**src/rtl/hacd_mc_rd_arb_pkg.sv**
```systemverilog
// Shared types and constants for the HACD -> MC read-channel arbiter.
package hacd_mc_rd_arb_pkg;

  localparam int unsigned HACD_RD_NUM_REQ   = 3;
  localparam int unsigned HACD_RD_REQ_CPU   = 0;
  localparam int unsigned HACD_RD_REQ_WALK  = 1;
  localparam int unsigned HACD_RD_REQ_CODEC = 2;

  localparam int unsigned HACD_RD_ADDR_W = 64;
  localparam int unsigned HACD_RD_LEN_W  = 8;
  localparam int unsigned HACD_RD_CNT_W  = 4;

  // One AR request payload as seen from a requester.
  typedef struct packed {
    logic [HACD_RD_ADDR_W-1:0] addr;
    logic [HACD_RD_LEN_W-1:0]  len;
  } hacd_rd_req_t;

endpackage

```
**src/rtl/hacd_mc_rd_arb_rr_arb.sv**
```systemverilog
// Parameterised round-robin arbiter: searches upward from an internal
// pointer with wrap; the pointer moves past the winner on an accepted grant.
module hacd_rr_arb #(
  parameter int unsigned N     = 3,
  parameter int unsigned IDX_W = 2
) (
  input  logic             clk_i,
  input  logic             rst_i,
  input  logic [N-1:0]     elig_i,
  input  logic             accept_i,
  output logic [N-1:0]     gnt_c_o,
  output logic [IDX_W-1:0] gnt_idx_c_o,
  output logic             gnt_vld_c_o
);

  logic [IDX_W-1:0] ptr_q, ptr_d;
  logic [IDX_W-1:0] cand;

  // First eligible index at or above the pointer, wrapping at N.
  always_comb begin
    gnt_c_o     = '0;
    gnt_idx_c_o = '0;
    gnt_vld_c_o = 1'b0;
    cand        = '0;
    for (int unsigned k = 0; k < N; k++) begin
      cand = IDX_W'((32'(ptr_q) + k) % N);
      if (!gnt_vld_c_o && elig_i[cand]) begin
        gnt_vld_c_o   = 1'b1;
        gnt_idx_c_o   = cand;
        gnt_c_o[cand] = 1'b1;
      end
    end
  end

  // Pointer advance: winner+1 with wrap, only on an accepted grant.
  always_comb begin
    ptr_d = ptr_q;
    if (accept_i && gnt_vld_c_o) begin
      ptr_d = (32'(gnt_idx_c_o) == N - 1) ? '0 : gnt_idx_c_o + IDX_W'(1);
    end
  end

  // Pointer register.
  always_ff @(posedge clk_i) begin
    if (rst_i) ptr_q <= '0;
    else       ptr_q <= ptr_d;
  end

endmodule

```
**src/rtl/hacd_mc_rd_arb.sv**
```systemverilog
// Shares the single HACD->MC AXI read channel among NUM_REQ requesters:
// round-robin AR with a registered AR stage, ARID = requester index,
// RID-based R routing and per-requester outstanding-burst limits.
module hacd_mc_rd_arb
  import hacd_mc_rd_arb_pkg::*;
#(
  parameter int unsigned NUM_REQ   = HACD_RD_NUM_REQ,
  parameter int unsigned IDX_W     = 2,
  parameter int unsigned ID_W      = 4,
  parameter int unsigned ADDR_W    = HACD_RD_ADDR_W,
  parameter int unsigned DATA_W    = 512,
  parameter int unsigned MAX_OUTST = 4
) (
  input  logic                        clk_i,
  input  logic                        rst_i,
  input  logic [NUM_REQ-1:0]          req_arvalid_i,
  input  logic [NUM_REQ*ADDR_W-1:0]   req_araddr_i,
  input  logic [NUM_REQ*8-1:0]        req_arlen_i,
  output logic [NUM_REQ-1:0]          req_arready_o,
  output logic [NUM_REQ-1:0]          req_rvalid_o,
  output logic [DATA_W-1:0]           req_rdata_o,
  output logic [1:0]                  req_rresp_o,
  output logic                        req_rlast_o,
  input  logic [NUM_REQ-1:0]          req_rready_i,
  output logic                        mc_arvalid_o,
  output logic [ADDR_W-1:0]           mc_araddr_o,
  output logic [7:0]                  mc_arlen_o,
  output logic [ID_W-1:0]             mc_arid_o,
  input  logic                        mc_arready_i,
  input  logic                        mc_rvalid_i,
  input  logic [ID_W-1:0]             mc_rid_i,
  input  logic [DATA_W-1:0]           mc_rdata_i,
  input  logic [1:0]                  mc_rresp_i,
  input  logic                        mc_rlast_i,
  output logic                        mc_rready_o,
  output logic [NUM_REQ*4-1:0]        outst_cnt_o,
  output logic                        rid_err_o
);

  localparam int unsigned CNT_W = HACD_RD_CNT_W;

  logic                 load_en;
  logic [NUM_REQ-1:0]   elig, gnt, inc, dec;
  logic [IDX_W-1:0]     gnt_idx;
  logic                 gnt_vld;
  hacd_rd_req_t         win_req;

  logic                 ar_vld_q, ar_vld_d;
  logic [ADDR_W-1:0]    ar_addr_q, ar_addr_d;
  logic [7:0]           ar_len_q, ar_len_d;
  logic [ID_W-1:0]      ar_id_q, ar_id_d;

  logic [CNT_W-1:0]     cnt_q [NUM_REQ];
  logic [CNT_W-1:0]     cnt_d [NUM_REQ];

  logic [IDX_W-1:0]     rid_idx;
  logic                 rid_ok;
  logic                 err_q, err_d;

  // The AR stage may take a new burst when empty or being drained.
  assign load_en = !ar_vld_q | mc_arready_i;

  // A requester competes only while below its outstanding limit.
  always_comb begin
    elig = '0;
    for (int unsigned i = 0; i < NUM_REQ; i++) begin
      elig[i] = req_arvalid_i[i] & (32'(cnt_q[i]) < MAX_OUTST);
    end
  end

  hacd_rr_arb #(
    .N     (NUM_REQ),
    .IDX_W (IDX_W)
  ) u_rr_arb (
    .clk_i       (clk_i),
    .rst_i       (rst_i),
    .elig_i      (elig),
    .accept_i    (load_en),
    .gnt_c_o     (gnt),
    .gnt_idx_c_o (gnt_idx),
    .gnt_vld_c_o (gnt_vld)
  );

  assign req_arready_o = load_en ? gnt : '0;
  assign inc           = req_arready_o;

  // Select the winner's payload through the one-hot grant.
  always_comb begin
    win_req = '0;
    for (int unsigned i = 0; i < NUM_REQ; i++) begin
      if (gnt[i]) begin
        win_req.addr = HACD_RD_ADDR_W'(req_araddr_i[i*ADDR_W +: ADDR_W]);
        win_req.len  = req_arlen_i[i*8 +: 8];
      end
    end
  end

  // AR register next state: load on load_en, hold while stalled.
  always_comb begin
    ar_vld_d  = ar_vld_q;
    ar_addr_d = ar_addr_q;
    ar_len_d  = ar_len_q;
    ar_id_d   = ar_id_q;
    if (load_en) begin
      ar_vld_d = gnt_vld;
      if (gnt_vld) begin
        ar_addr_d = ADDR_W'(win_req.addr);
        ar_len_d  = win_req.len;
        ar_id_d   = ID_W'(gnt_idx);
      end
    end
  end

  assign rid_idx = mc_rid_i[IDX_W-1:0];
  assign rid_ok  = ((mc_rid_i >> IDX_W) == '0) && (32'(rid_idx) < NUM_REQ);

  // Combinational R routing; beats with an unknown RID are sunk.
  always_comb begin
    req_rvalid_o = '0;
    mc_rready_o  = 1'b1;
    dec          = '0;
    for (int unsigned i = 0; i < NUM_REQ; i++) begin
      if (rid_ok && 32'(rid_idx) == i) begin
        req_rvalid_o[i] = mc_rvalid_i;
        mc_rready_o     = req_rready_i[i];
        dec[i]          = mc_rvalid_i & req_rready_i[i] & mc_rlast_i;
      end
    end
  end

  // Outstanding counters: +1 at grant, -1 at last R beat, both cancel.
  always_comb begin
    for (int unsigned i = 0; i < NUM_REQ; i++) begin
      cnt_d[i] = cnt_q[i];
      if (inc[i] && !dec[i])      cnt_d[i] = cnt_q[i] + CNT_W'(1);
      else if (dec[i] && !inc[i]) cnt_d[i] = cnt_q[i] - CNT_W'(1);
    end
  end

  assign err_d = err_q | (mc_rvalid_i & !rid_ok);

  // State registers.
  always_ff @(posedge clk_i) begin
    if (rst_i) begin
      ar_vld_q  <= 1'b0;
      ar_addr_q <= '0;
      ar_len_q  <= '0;
      ar_id_q   <= '0;
      err_q     <= 1'b0;
      for (int unsigned i = 0; i < NUM_REQ; i++) cnt_q[i] <= '0;
    end else begin
      ar_vld_q  <= ar_vld_d;
      ar_addr_q <= ar_addr_d;
      ar_len_q  <= ar_len_d;
      ar_id_q   <= ar_id_d;
      err_q     <= err_d;
      for (int unsigned i = 0; i < NUM_REQ; i++) cnt_q[i] <= cnt_d[i];
    end
  end

  // A last beat can never arrive for a requester with nothing outstanding.
  always_ff @(posedge clk_i) begin
    if (!rst_i) begin
      for (int unsigned i = 0; i < NUM_REQ; i++) begin
        assert (!(dec[i] && cnt_q[i] == '0));
      end
    end
  end

  // Pack counters onto the status port.
  always_comb begin
    outst_cnt_o = '0;
    for (int unsigned i = 0; i < NUM_REQ; i++) begin
      outst_cnt_o[i*4 +: 4] = 4'(cnt_q[i]);
    end
  end

  assign mc_arvalid_o = ar_vld_q;
  assign mc_araddr_o  = ar_addr_q;
  assign mc_arlen_o   = ar_len_q;
  assign mc_arid_o    = ar_id_q;
  assign rid_err_o    = err_q;

  assign req_rdata_o  = mc_rdata_i;
  assign req_rresp_o  = mc_rresp_i;
  assign req_rlast_o  = mc_rlast_i;

endmodule

```
**config.mk**
```make
export PLATFORM = sky130hd
export DESIGN_NAME = hacd_mc_rd_arb
export DESIGN_NICKNAME = d
export VERILOG_FILES = /design/src/rtl/hacd_mc_rd_arb_pkg.sv /design/src/rtl/hacd_mc_rd_arb_rr_arb.sv /design/src/rtl/hacd_mc_rd_arb.sv
export SDC_FILE = /design/constraint.sdc
export NUM_CORES = 1
export LEC_CHECK = 0
export ABC_AREA = 1
export BUFFER_PORTS_ARGS = -buffer_cell sky130_fd_sc_hd__buf_2
export CORE_AREA = 5 5 523 525
export DETAILED_ROUTE_END_ITERATION = 8
export DIE_AREA = 0 0 528 530
export GPL_TIMING_DRIVEN = 1
export HOLD_SLACK_MARGIN = 0.02
export MAX_ROUTING_LAYER = met4
export PLACE_DENSITY = 0.3
export SYNTH_ARGS = -nofsm -noshare
export SYNTH_HDL_FRONTEND = slang
export SYNTH_SLANG_ARGS = --single-unit
```
**constraint.sdc**
```tcl
create_clock -name clk_i -period 3.3 [get_ports clk_i]
set_input_delay 0.33 -clock clk_i [delete_from_list [all_inputs] [get_ports clk_i]]
set_output_delay 0.33 -clock clk_i [all_outputs]
set_load 0.01 [all_outputs]
```
; Word-level counts from Yosys, hierarchy flattened
; Memory sizes are Yosys's and may differ from the RTL's.
; Index checks and enable logic that the tools add are counted.
[word_totals]
inputBits = 745
latch_bits = 0
ram_bits = 12
mem_bits_ro = 0
memories = 1
regBits = 78
[memory_table]
columns = name, words, word_bits, rd, rd_ports_with_merged_regs, wr, line_no
row1 = cnt_q, 3, 4, 3, 0, 3, hacd_mc_rd_arb.sv:53  ; logic [CNT_W-1:0] cnt_q [NUM_REQ];
[op_classes]
multipliers = 0
muxes = 47
n_div = 3
n_addsub = 9
n_eq_ne = 3
shift = 0
n_bitwise = 17
magnitude_cmp = 10
reduce_logical = 29
[op_table]
columns = operator, count
row1 = $mux W72, 3
row2 = $mod A32 B2 Y32 const B, 2
row3 = $mux W4, 9
row4 = $mod A2 B2 Y32 const B, 1
row5 = $mux W1, 21
row6 = $logic_and A1 B1 Y1, 16
row7 = $add A4 B1 Y4 const B, 3
row8 = $lt A4 B3 Y1 const B, 3
row9 = $mux W3, 4
row10 = $sub A4 B1 Y4 const B, 3
row11 = $and A1 B1 Y1, 10
row12 = $logic_not A1 Y1, 10
row13 = $lt A2 B3 Y1 const B, 3
row14 = $mux W2, 4
row15 = $bmux W1 S2, 3
row16 = $demux W1 S2, 3
row17 = $ge A2 B1 Y1 const B, 3
row18 = $or A3 B3 Y3, 2
row19 = $or A1 B1 Y1, 5
row20 = $eq A2 B2 Y1 const B, 2
row21 = $logic_not A4 Y1, 1
row22 = $add A2 B1 Y3 const B, 1
row23 = $add A2 B2 Y3 const B, 1
row24 = $add A2 B1 Y2 const B, 1
row25 = other kinds (4), 4

; Longest topological paths before layout
; An unclocked memory read counts as a cell.
[logic_depth]
ltp_word = 18
mapped_depth = 19

; By module
; From an unflattened synthesis, not the netlist that was laid out.
[unflattened]
cells_unflattened = 1390
hier_area_um2 = 10187.3
[by_module_without_submodules]
columns = mod, area_each_um2, n_inst, cells_per_inst
row1 = hacd_mc_rd_arb, 9790.6, 1, 1322
row2 = hacd_rr_arb, 396.6, 1, 68

; Worst setup path after synthesis
; No wires, ideal clock.
[synth_path]
path_kind = register to register
from = reg u_rr_arb.ptr_q[0]
to = mem cnt_q[0][11] (netlist bit)
period_less_slack_ns = 2.932
path_slack_ns = 0.368
t_arrival_ns = 2.860
n_path_buf = 0
stages_incl_launch_ff = 16
path_cell_list = dfxtp_1 inv_1 ha_1 inv_1 nand3_1 nand2_1 nand4_1 a21oi_1 ha_1 inv_1 ha_1 and3_1 a211oi_1 xor2_1 nand2_1 a21oi_1
[synth_lines]
columns = element, line_no
row1 = from (decl), hacd_mc_rd_arb_rr_arb.sv:16  ; logic [IDX_W-1:0] ptr_q, ptr_d;
row2 = from (signal assigned), hacd_mc_rd_arb_rr_arb.sv:46  ; else ptr_q <= ptr_d;
row3 = to (decl), hacd_mc_rd_arb.sv:53

==> metrics.log <==
[metrics] count of flip-flops with a built-in enable after synthesis: 0
[metrics] placeable core region: 0.2689 mm²
[metrics] final number of hold-violating endpoints: 0
[metrics] Post-CTS Hold Fix Bufs: 0
[metrics] remaining antenna violation count: 0
[metrics] placed wire-length estimate: 146.4 mm
[metrics] slowest CP cell: dfxtp_1
[metrics] Levels on crit path: 19
[metrics] gpl congestion: 0.8187
[metrics] Critical Path Most Common Cell: nand2_1
[metrics] largest fanout of any net on the critical path: 5
[metrics] cell type with the largest total area after synthesis: buf_4
[metrics] clk sinks: 90
[metrics] Bufs and invs on worst path: 3
[metrics] number of flip-flops and latches in the synthesized netlist: 90
[metrics] setup violators final: 0
[metrics] vias after detailed routing: 9,151
[metrics] die area: 0.2798 mm²
[metrics] detailed-router iteration count before antenna repair: 5
[metrics] clock buffer depth: 2
[metrics] Synth area leaders: buf_4 37%, dfxtp_1 17%, nand2_1 11%, a21oi_2 9.8%, inv_1 6.1%
[metrics] final worst clock skew: 0.03287 ns
[metrics] drc violations: 0
[metrics] via count of the first global-routing pass: 8,986
[metrics] Worst slew margin: 58.73%
[metrics] final design instance area without fill: 0.01323 mm²
[metrics] pin count of the biggest net entering global routing: 46
[metrics] width of the chip: 528 µm
[metrics] worst min-delay path category: in2reg
[metrics] capturing element type of the critical path: flop
[metrics] Seq/Total Area, Yosys: 17.17%
[metrics] run status: finished clean
[metrics] count of filler cells inserted in the layout: 32,091
[metrics] WHS: 0.2396 ns
[metrics] height of the chip: 530 µm
[metrics] cell-by-cell trace of the critical path: inv_1 > ha_2 > inv_2 > nand3_1 > nand2_1 > nand2_1 > nand2_1 > nand2_1 > nand2_1 > nand2_2 > a21oi_1 > ha_1 > inv_1 > ha_1 > and3_1 > a211oi_1 > xor2_1 > nand2_1 > a21oi_1
[metrics] number of nets at the end of the flow: 2,130
[metrics] source-to-sink clock delay at the later pin of the worst-skew pair: 0.44 ns
[metrics] Total Routing Usage GR: 11.03%
[metrics] portion of the clock cycle consumed by the worst path in the final layout: 93.29%
[metrics] effective utilization at floorplan: 3.904%
[metrics] CP delay by family, top: simple AND/OR/NAND/NOR gates
[metrics] number of cells on the worst reg-to-reg path: 19
[metrics] Worst-Margin Slew: 0.6168 ns
[metrics] buffer type at the clock tree root: clkbuf_16
[metrics] initial antenna violation count: 85
[metrics] Top FF cell, synth: dfxtp_1
[metrics] count of input and output buffers: 326
[metrics] H-Tree Level Count: 3
[metrics] clock slew seen by the registers of the worst setup and hold paths: 0.11 ns
[metrics] CP Data Required Time: 3.66 ns
[metrics] Post-CTS Setup Repair Bufs: 0
[metrics] detail-routed via count per cell: 1.836
[metrics] total routed wirelength: 156.9 mm
[metrics] most common cell in the synthesized netlist: buf_4
[metrics] Num CTS Buffers: 9
[metrics] Post-Syn Area per Cell: 6.694 µm²
[metrics] number of instances on the worst hold path: 5
[metrics] fraction of final layout cells sized beyond drive strength 1: 37.92%
[metrics] final slew viol count: 0
[metrics] most frequent cells after synthesis: 524 x buf_4, 319 x nand2_1, 171 x inv_1
[metrics] Max Freq: 0.3248 GHz
[metrics] Async SR Flop Fraction: 0%
[metrics] synthesized netlist cell count: 1,568
[metrics] Std-Cell Rows: 191
[metrics] sum of negative setup slack: 0 ns
[metrics] Data arrival, critical path: 3.44 ns
[metrics] post-route non-filler standard cell count: 4,985
[metrics] Util after Layout: 4.921%
[metrics] static leakage: 0.004924 µW
[metrics] total I/O pin count: 1,357
[metrics] total power per unit cell area: 1079 mW/mm²
[metrics] post-synthesis cell type count: 28
[metrics] fraction of post-synthesis cell area in the top cell type by area: 37.48%
[metrics] number of warning messages in the yosys log: 0
[metrics] highest cell delay on the worst timing path: 0.38 ns
[metrics] Layout Area Growth over Synthesis: 26.05%
[metrics] routed wirelength normalized by instance count: 31.48 µm
[metrics] Gates resized, CTS repair: 0
[metrics] number of cells in the design after placement: 4,928
[metrics] startpoint kind of the worst setup timing path: flop
[metrics] worst setup path class: reg2reg
[metrics] max_cap viols: 0
[metrics] post-layout min period: 3.078 ns
[metrics] initial DRC count: 350
[metrics] post-detailed-placement cell area: 0.01277 mm²
[metrics] post-synth design cell area: 0.01050 mm²
[metrics] Peak VDD IR: 0.0006829 V
[metrics] global-route wire length before repair: 176.1 mm
[metrics] clock tree from TritonCTS: built
[metrics] Congestion Overflow GR: 0
-- path summary, 6_finish.rpt --
| kind | slack (ns) | start | end |
|---|---|---|---|
| max | 0.22 | u_rr_arb.ptr_q[1]$_SDFFE_PP0P_ | cnt_q[0][11]$_SDFFE_PP0P_ |
| max reg2reg | 0.22 | u_rr_arb.ptr_q[1]$_SDFFE_PP0P_ | cnt_q[0][11]$_SDFFE_PP0P_ |
| min | 0.24 | req_araddr_i[144] | mc_araddr_o[16]$_SDFFE_PP0P_ |
| min reg2reg | 0.47 | mc_araddr_o[57]$_SDFFE_PP0P_ | mc_araddr_o[57]$_SDFFE_PP0P_ |
-- final cells by class --
| cell class | instances | area, µm² | area share, % |
|---|---|---|---|
| Multi-Input combinational cell | 724 | 3810 | 28.80 |
| Clock buffer | 10 | 239.0 | 1.806 |
| Inverter | 176 | 660.6 | 4.993 |
| Clock inverter | 6 | 95.09 | 0.7187 |
| Timing Repair Buffer | 368 | 2053 | 15.52 |
| Antenna cell | 41 | 102.6 | 0.7755 |
| Sequential cell | 90 | 1803 | 13.63 |
| Tap cell | 3570 | 4467 | 33.76 |
-- where the power goes --
group | switching, µW | internal [µW]
clock | 675 | 698
combinational | 7650 | 3620
sequential | 210 | 1430
-- kinds of logic after synthesis --
kind of cell             synth area share [%]
buffers and inverters                   47.10
AND/OR/NAND/NOR                         16.61
AO/OA/AOI/OAI                           16.14
flip-flops                              17.17
adder cells (fa/ha/maj)                 2.122
XOR/XNOR                               0.8344
other                                 0.03573
-- per-stage QoR --
stage	setup WS [ns]	power, µW
finish	0.2216	14280
global route	-0.01125	15770
CTS	0.1722	14730
detailed placement	0.1916	13200
global placement	0.1501	13250
floorplan	0.3680	9304
-- worst min-delay path, cell delays in order --
cell	delay, ns
buf_2	0.10
inv_1	0.06
a21oi_2	0.05
nand2_1	0.07
a21oi_2	0.05
-- flip-flops by register name, summed over array words and instances, names as in the netlist --
register,count
mc_arlen_o,8
mc_araddr_o,64
mc_arid_o,2
u_rr_arb.ptr_q,2
rid_err_o,1
cnt_q,12
mc_arvalid_o,1
-- metal layers --
metal  GRT usage (%)  share of wire [%]  up-vias
met5               -                  0        -
met3           17.48                 35      372
met4           4.623                4.6        0
li1                -                  -     3909
met2           16.34                 43     1056
met1           5.321                 17     3814
-- cell usage in the layout (no fill, tap or decap), drive strengths merged --
cell type  instances
a211oi             3
a21oi            230
and3               3
buf              368
bufinv             2
clkbuf            10
clkinv             1
conb               2
dfxtp             90
diode             41
fa                 3
ha                13
inv              179
nand2            324
nand3             12
nand4              5
nor2             103
nor3               1
o211ai             1
o21ai             14
xor2              10
Note: power is estimated with default switching activity, not from simulation.
